**src/rtl/dis_pal_line_fetch.sv**
```systemverilog
// PAL line prefetch: fetches each active line one line ahead from the frame
// buffer via an Avalon burst master into the display line FIFO.
module dis_pal_line_fetch #(
   parameter int DATA_WIDTH  = 10,
   parameter int ADDR_WIDTH  = 24,
   parameter int DIS_X       = 720,
   parameter int BURST_LEN   = 16,
   parameter int LINE_STRIDE = 1024,
   parameter int FIFO_AW     = 10,
   parameter int FETCH_X     = 0
) (
   input  logic                  dis_clk,
   input  logic                  dis_rst_n,
   input  logic [9:0]            if_cnt_x,
   input  logic [9:0]            if_cnt_y,
   input  logic [ADDR_WIDTH-1:0] frame_base,
   output logic [ADDR_WIDTH-1:0] avm_address,
   output logic                  avm_read,
   output logic [7:0]            avm_burstcount,
   input  logic                  avm_waitrequest,
   input  logic                  avm_readdatavalid,
   input  logic [DATA_WIDTH-1:0] avm_readdata,
   input  logic [FIFO_AW:0]      fifo_usedw,
   output logic                  fifo_wrreq,
   output logic [DATA_WIDTH-1:0] fifo_data,
   output logic                  fifo_sclr,
   output logic                  line_late,
   output logic                  busy
);

   typedef enum logic [1:0] {IDLE, FETCH, DRAIN, FLUSH} state_t;

   localparam int OW = FIFO_AW + 1;
   localparam int CW = FIFO_AW + 3;
   localparam logic [CW-1:0] DEPTH = CW'(2**FIFO_AW);
   localparam logic [CW-1:0] BL_C  = CW'(BURST_LEN);
   localparam logic [OW-1:0] BL_O  = OW'(BURST_LEN);

   state_t                  state_q, state_d;
   logic [OW-1:0]           out_q, out_d;
   logic [9:0]              words_q, words_d;
   logic [ADDR_WIDTH-1:0]   addr_d, frame_base_q, start_addr;
   logic                    read_d, late_d;
   logic [9:0]              row;
   logic                    frame_start, trigger, accept, rd_beat, credit_ok;

   assign frame_start = (if_cnt_x == 10'd0) && (if_cnt_y == 10'd0);
   assign trigger = (if_cnt_x == 10'(FETCH_X)) &&
                    (((if_cnt_y >= 10'd21) && (if_cnt_y <= 10'd308)) ||
                     ((if_cnt_y >= 10'd334) && (if_cnt_y <= 10'd621)));

   // Field 0 lands on even frame rows, field 1 on odd rows.
   always_comb begin
      if (if_cnt_y <= 10'd308) row = (if_cnt_y - 10'd21) << 1;
      else                     row = ((if_cnt_y - 10'd334) << 1) | 10'd1;
   end

   assign start_addr = frame_base_q + ADDR_WIDTH'(row) * ADDR_WIDTH'(LINE_STRIDE);

   assign accept  = avm_read & ~avm_waitrequest;
   // Beats with nothing outstanding are stale (e.g. issued before a reset).
   assign rd_beat = avm_readdatavalid & (out_q != '0);
   assign out_d   = out_q + (accept ? BL_O : '0) - OW'(rd_beat);
   assign credit_ok = (CW'(fifo_usedw) + CW'(out_d) + BL_C) <= DEPTH;

   always_comb begin
      state_d = state_q;
      words_d = words_q;
      addr_d  = avm_address;
      read_d  = avm_read;
      late_d  = line_late;
      if (accept) begin
         addr_d  = avm_address + ADDR_WIDTH'(BURST_LEN);
         words_d = words_q - 10'(BURST_LEN);
      end
      case (state_q)
         IDLE: if (trigger) begin
            state_d = FETCH;
            addr_d  = start_addr;
            words_d = 10'(DIS_X);
            read_d  = credit_ok;
         end
         FETCH: begin
            if (accept && (words_d == 10'd0)) begin
               state_d = DRAIN;
               read_d  = 1'b0;
            end else if (!(avm_read && avm_waitrequest)) begin
               read_d = credit_ok;
            end
         end
         DRAIN: if (out_d == '0) state_d = IDLE;
         FLUSH: begin
            if (accept) read_d = 1'b0;
            if ((out_d == '0) && !read_d) state_d = IDLE;
         end
         default: state_d = IDLE;
      endcase
      if (trigger && (state_q != IDLE)) late_d = 1'b1;
      // A request already stalled on the bus must still complete.
      if (frame_start && (state_q != IDLE)) begin
         state_d = FLUSH;
         read_d  = avm_read & avm_waitrequest;
      end
   end

   always_ff @(posedge dis_clk or negedge dis_rst_n) begin
      if (!dis_rst_n) begin
         state_q      <= IDLE;
         out_q        <= '0;
         words_q      <= '0;
         avm_address  <= '0;
         avm_read     <= 1'b0;
         line_late    <= 1'b0;
         frame_base_q <= '0;
         fifo_wrreq   <= 1'b0;
         fifo_data    <= '0;
         fifo_sclr    <= 1'b0;
      end else begin
         state_q     <= state_d;
         out_q       <= out_d;
         words_q     <= words_d;
         avm_address <= addr_d;
         avm_read    <= read_d;
         line_late   <= late_d;
         if (frame_start) frame_base_q <= frame_base;
         fifo_wrreq  <= rd_beat & (state_q != FLUSH) & ~frame_start;
         fifo_data   <= avm_readdata;
         fifo_sclr   <= frame_start;
      end
   end

   assign busy           = (state_q != IDLE);
   assign avm_burstcount = 8'(BURST_LEN);

endmodule

```
**config.mk**
```make
export PLATFORM = sky130hd
export DESIGN_NAME = dis_pal_line_fetch
export DESIGN_NICKNAME = d
export VERILOG_FILES = /design/src/rtl/dis_pal_line_fetch.sv
export SDC_FILE = /design/constraint.sdc
export NUM_CORES = 1
export LEC_CHECK = 0
export CAP_MARGIN = 10
export CORE_UTILIZATION = 45
export DETAILED_ROUTE_END_ITERATION = 8
export DONT_BUFFER_PORTS = 1
export GPL_TIMING_DRIVEN = 0
export PLACE_DENSITY = 0.6
export SYNTH_ARGS = -nofsm -noshare
export SYNTH_HDL_FRONTEND = slang
export SYNTH_SLANG_ARGS = --single-unit
```
**constraint.sdc**
```tcl
create_clock -name dis_clk -period 4.4 [get_ports dis_clk]
set_input_delay 0.88 -clock dis_clk [delete_from_list [all_inputs] [get_ports dis_clk]]
set_output_delay 0.88 -clock dis_clk [all_outputs]
set_load 0.1 [all_outputs]
```
# ---- Yosys cells after proc, flatten, opt, wreduce, memory -nomap -nowiden
# Index checks and enable logic that the tools add are counted.
dict set report op_classes {
  add_sub_neg 9
  n_lt_le_gt_ge 5
  n_eq_ne 9
  mux 21
  bitwise 7
  n_reduce_logical 21
}
# op count
set ops {}
lappend ops {{24-bit 2-to-1 mux} 3}
lappend ops {{10-bit 2-to-1 mux} 4}
lappend ops {{10-bit zero test} 3}
lappend ops {{24-bit by 20-bit adder with 24-bit output} 1}
lappend ops {{24-bit by 5-bit adder with 24-bit output (second input constant)} 1}
lappend ops {{12-bit by 5-bit adder with 13-bit output (second input constant)} 1}
lappend ops {{13-bit by 11-bit less-or-equal comparator with 1-bit output (second input constant)} 1}
lappend ops {{11-bit by 11-bit adder with 12-bit output} 1}
lappend ops {{3-bit != test (second input constant)} 4}
lappend ops {{11-bit by 5-bit adder with 11-bit output} 1}
lappend ops {{11-bit zero test} 1}
lappend ops {{11-bit nonzero test} 1}
lappend ops {{11-bit by 1-bit subtractor with 11-bit output} 1}
lappend ops {{10-bit by 5-bit greater-or-equal comparator with 1-bit output (second input constant)} 1}
lappend ops {{10-bit by 9-bit greater-or-equal comparator with 1-bit output (second input constant)} 1}
lappend ops {{10-bit less-or-equal comparator (second input constant)} 1}
lappend ops {{10-bit by 9-bit less-or-equal comparator with 1-bit output (second input constant)} 1}
lappend ops {{2-bit 2-to-1 mux} 5}
lappend ops {{10-bit by 5-bit subtractor with 10-bit output (second input constant)} 1}
lappend ops {{1-bit logical AND} 9}
lappend ops {{9-bit by 5-bit subtractor with 9-bit output (second input constant)} 1}
lappend ops {{9-bit subtractor (second input constant)} 1}
lappend ops {{2-bit one-hot mux with 4 select lines} 1}
lappend ops {{1-bit 2-to-1 mux} 6}
lappend ops {{other kinds (15)} 21}
dict set report totals {
  ff_bits 85
  out_inout_bits 47
}

# ---- Depth between registers and ports, before layout
dict set report depth {
  word_depth 12
  ltp_mapped 22
}

# ---- Worst setup path after synthesis
# OpenSTA, ideal clock, no wires.
dict set report synth_path {
  path_type {input -> register}
  start {input avm_readdatavalid}
  end {register avm_read}
  setup_ps 66
  arrival_ps 4884
  required_time_ps 4334
  setup_slack_ps -549
  cell_stages 19
  path_buffers 0
  path_cell_list {inv_1 a41oi_1 ha_1 inv_1 ha_1 fa_1 nor2b_1 o2111a_1 a2111oi_0 xor2_1 ha_1 ha_1 nor2_1 nor2_1 nand2_1 or3b_1 a32o_1 o41ai_1 a31o_1}
}
dict set report synth_via {
  elab_chain_len 9
}
# element line
set synth_rtl {}
lappend synth_rtl {{from (decl)} 21} ;# input logic avm_readdatavalid,
lappend synth_rtl {{1-bit bitwise AND (*)} 62} ;# assign rd_beat = avm_readdatavalid & (out_q != '0);
lappend synth_rtl {{11-bit by 1-bit subtractor with 11-bit output (*)} 63} ;# assign out_d = out_q + (accept ? BL_O : '0) - OW'(rd_beat);
lappend synth_rtl {{named net out_d[7]} 40} ;# logic [OW-1:0] out_q, out_d;
lappend synth_rtl {{11-bit by 11-bit adder with 12-bit output (*)} 64} ;# assign credit_ok = (CW'(fifo_usedw) + CW'(out_d) + BL_C) <= DEPTH;
lappend synth_rtl {{12-bit by 5-bit adder with 13-bit output (*)} 64}
lappend synth_rtl {{13-bit by 11-bit less-or-equal comparator with 1-bit output (*)} 64}
lappend synth_rtl {{1-bit 2-to-1 mux} 87} ;# end else if (!(avm_read && avm_waitrequest)) begin
lappend synth_rtl {{1-bit 2-to-1 mux} 84} ;# if (accept && (words_d == 10'd0)) begin
lappend synth_rtl {{1-bit one-hot mux with 3 select lines (*)} 76} ;# case (state_q)
lappend synth_rtl {{1-bit 2-to-1 mux (*)} 100} ;# if (frame_start && (state_q != IDLE)) begin
lappend synth_rtl {{to (signal assigned)} 123} ;# avm_read <= read_d;
lappend synth_rtl {{to (decl)} 18} ;# output logic avm_read,
# The timed path passes the listed nets; every way through them passes the cells marked *. The select of a mux whose other input is x is not followed.
# A chain may end at the register's enable or synchronous reset.

# ---- Worst setup path after layout
dict set report layout_path {
  start {register out_q[9]}
  end {register avm_read}
}
dict set report layout_via {
  elab_chain_len 10
}
# element line
set layout_rtl {}
lappend layout_rtl {{from (decl)} 40}
lappend layout_rtl {{from (signal assigned)} 120} ;# out_q <= out_d;
lappend layout_rtl {{11-bit nonzero test (*)} 62}
lappend layout_rtl {{1-bit bitwise AND (*)} 62}
lappend layout_rtl {{11-bit by 1-bit subtractor with 11-bit output (*)} 63}
lappend layout_rtl {{named net out_d[7]} 40}
lappend layout_rtl {{11-bit by 11-bit adder with 12-bit output (*)} 64}
lappend layout_rtl {{12-bit by 5-bit adder with 13-bit output (*)} 64}
lappend layout_rtl {{13-bit by 11-bit less-or-equal comparator with 1-bit output (*)} 64}
lappend layout_rtl {{1-bit 2-to-1 mux} 87}
lappend layout_rtl {{1-bit 2-to-1 mux} 84}
lappend layout_rtl {{1-bit one-hot mux with 3 select lines (*)} 76}
lappend layout_rtl {{1-bit 2-to-1 mux (*)} 100}
# Marks and branches as above.

==> out/metrics.cfg <==
[synth]
avgSynthCellArea_um2=8.69
ys_types=65
yosys-mux-area-fraction=0.00926
ys_seq_area_frac=0.366
synthFlopType=dfrtp_1
synth_edf_count=0
syn_area_mm2=0.00554
yosys.area_share.simple=0.217
syn_inst=638
async_flop_share=1.00
yosys.area.top_type=dfrtp_1
synthAdderAreaFrac=0.131
synth_top_family_by_area=simple AND/OR/NAND/NOR gates
synth_xor_area_frac=0.0838
ys_warn_count=0
yosys.area.top_type_share=0.366
synthTopCellsByArea=dfrtp_1, ha_1, nand2_1
synth_compound_area_frac=0.140
synth-seq-cells=81

[floorplan]
start_util=0.461
row_count=40
dieArea_mm2=0.0128
coreArea_mm2=0.0120
io_pins=116
die_w_um=113
die_h_um=113

[global_route]
grt_max_degree=82
grt_overflow=0
grt_pass1_wl_mm=22.8
antenna_found_initial=0
gr-usage-all-layers=0.225
first_global_vias=4751

[drt]
drc=0
antenna_left=0
wl_per_cell_um=16.2
via_per_inst=5.53
drtIter0Drc=240
drtPass1Iterations=4
num_vias=4666
drt-total-wl_mm=13.6

[sta]
worst_pin_slew_ps=1090
clock.fmax_mhz=214
slew_violations=0
setup_viol=1
fin_ws_ps=-275
period_needed_ps=4670
slew_headroom=0.273
min_period_over_period=1.06
whs_ps=231
rsz0062_at_grt=yes
hold_viol=0
finClkSkew_ps=3.76

[final_layout]
nNetsFinal=816
drive_gt1_frac=0.168
area_growth_pct=19.7
final_cell_mix=nand2_1, dfrtp_1, ha_1
stdcell_count=843
final_common_cell=nand2_1
diodes=0
nFillCells=1130

[clock_network]
cts_root_buffer=clkbuf_16
numClockSinks=81
numCtsBuffers=9
clk_path_buf_depth=2
h-tree-depth=3
cts_tree=yes
insertion_delay_ps=340
clk_pin_slew_ps=60
hold_buffers=0

[critical_path]
regToRegSetupSlack_ps=-270
r2r-start=out_q[9]$_DFF_PN0_
crit_path_max_fanout=4
critical_path_arrival_ps=4950
crit_end=avm_read$_DFFE_PN0P_
crit_required_ps=4670
r2r_end=avm_read$_DFFE_PN0P_
cp-start-kind=flop
path_class=reg -> reg
critPathLaunch=out_q[9]$_DFF_PN0_
ff2ff_path_depth=21
worstSetupEndpointType=flop

[outcome]
violations=setup timing
status=finished, violations left

[min_path]
min_path_type=in -> async

[placed_design]
io_buffers=0
post-place-ws_ps=-809
hpwl_mm=9.78
gp_congestion=0.831
dp_cells=791

[flow_run]
drv_cap=0

stage by stage:
step                      instance area [um^2]  setup TNS, ps   util
after global routing                      6630           -529  0.552
after detailed placement                  5800           -809  0.483
after global placement                    5800           -733  0.483
final                                     6630           -275  0.552
after floorplan                           5620           -198      -
after CTS                                 6610           -210  0.550
routing by layer:
metal,vias up,wire (um),GRT usage
li1,2295,-,-
met1,2219,6180,0.293
met2,128,6140,0.363
met3,24,1050,0.0611
met4,0,259,0.0763
met5,-,0,0
sequential cells by signal, indices dropped and copies added (netlist names):
register / flops
avm_address: 24
frame_base_q: 24
out_q: 11
fifo_data: 10
words_q: 6
state_q: 2
avm_read: 1
fifo_sclr: 1
fifo_wrreq: 1
line_late: 1
critical path: stages (launching register included):
cell       delay, ps
dfrtp_1          360
inv_2             50
ha_2             170
nor4bb_4         160
a41oi_2          160
ha_2             200
inv_2             40
ha_4             150
fa_2             350
nor2b_4          150
o2111a_1         260
a2111oi_4        250
xor2_2           290
ha_4             260
ha_4             300
nor2_2            40
nor2_2           110
nand2_2           90
or3b_4           410
a32o_2           250
o41ai_4          370
a31o_1           180
final cells by class:
type                       instances  area, um^2  share of cell area
tap                              147         184              0.0277
timing repair buffer              36         267              0.0402
clock inverter                     6         130              0.0196
multi-input combinational        496        3490               0.527
clock buffer                      10         229              0.0345
sequential                        81        2030               0.306
inverter                          37         146              0.0221
buffer                            30         153              0.0230
worst min path at each step:
stage / slack (ps) / endpoint / startpoint / depth (start not counted)
3_5_place_dp: 460 / frame_base_q[8]$_DFFE_PN0P_ / frame_base_q[8]$_DFFE_PN0P_ / 2
2_1_floorplan: 440 / avm_address[9]$_DFF_PN0_ / frame_base_q[9]$_DFFE_PN0P_ / 2
4_1_cts: 220 / out_q[2]$_DFF_PN0_ / dis_rst_n / 0
3_3_place_gp: 450 / frame_base_q[5]$_DFFE_PN0P_ / frame_base_q[5]$_DFFE_PN0P_ / 2
5_1_grt: 220 / fifo_data[7]$_DFF_PN0_ / dis_rst_n / 0
6_report: 230 / out_q[2]$_DFF_PN0_ / dis_rst_n / 0
kinds of logic after synthesis:
group / Yosys count
adders and majority gates: 56
and+or+nand+nor: 257
AOI/OAI and AO/OA: 117
buffers and inverters: 67
DFF: 81
muxes: 5
other: 2
xor gates and xnor gates: 53
Yosys cell counts, types with 5 or more instances:
| library cell | count |
|---|---|
| buf_4 | 8 |
| xnor2_1 | 34 |
| dfrtp_1 | 81 |
| nand4_1 | 8 |
| nand2_1 | 124 |
| inv_1 | 36 |
| clkbuf_1 | 14 |
| nor3_1 | 14 |
| nand3_1 | 17 |
| a21oi_1 | 37 |
| xor2_1 | 19 |
| buf_2 | 8 |
| o21bai_1 | 5 |
| nor2_1 | 45 |
| o211ai_1 | 6 |
| o21ai_0 | 18 |
| ha_1 | 53 |
| o21a_1 | 5 |
timing repair:
action / CTS / global route
setup endpoints to repair: 1 / 3
resized for setup: 34 / 4
pin swaps: 18 / 1
buffers inserted: 36 / 0
Power is not shown: default switching activity piles up to over one toggle a cycle in this logic, so the estimate is an artifact.
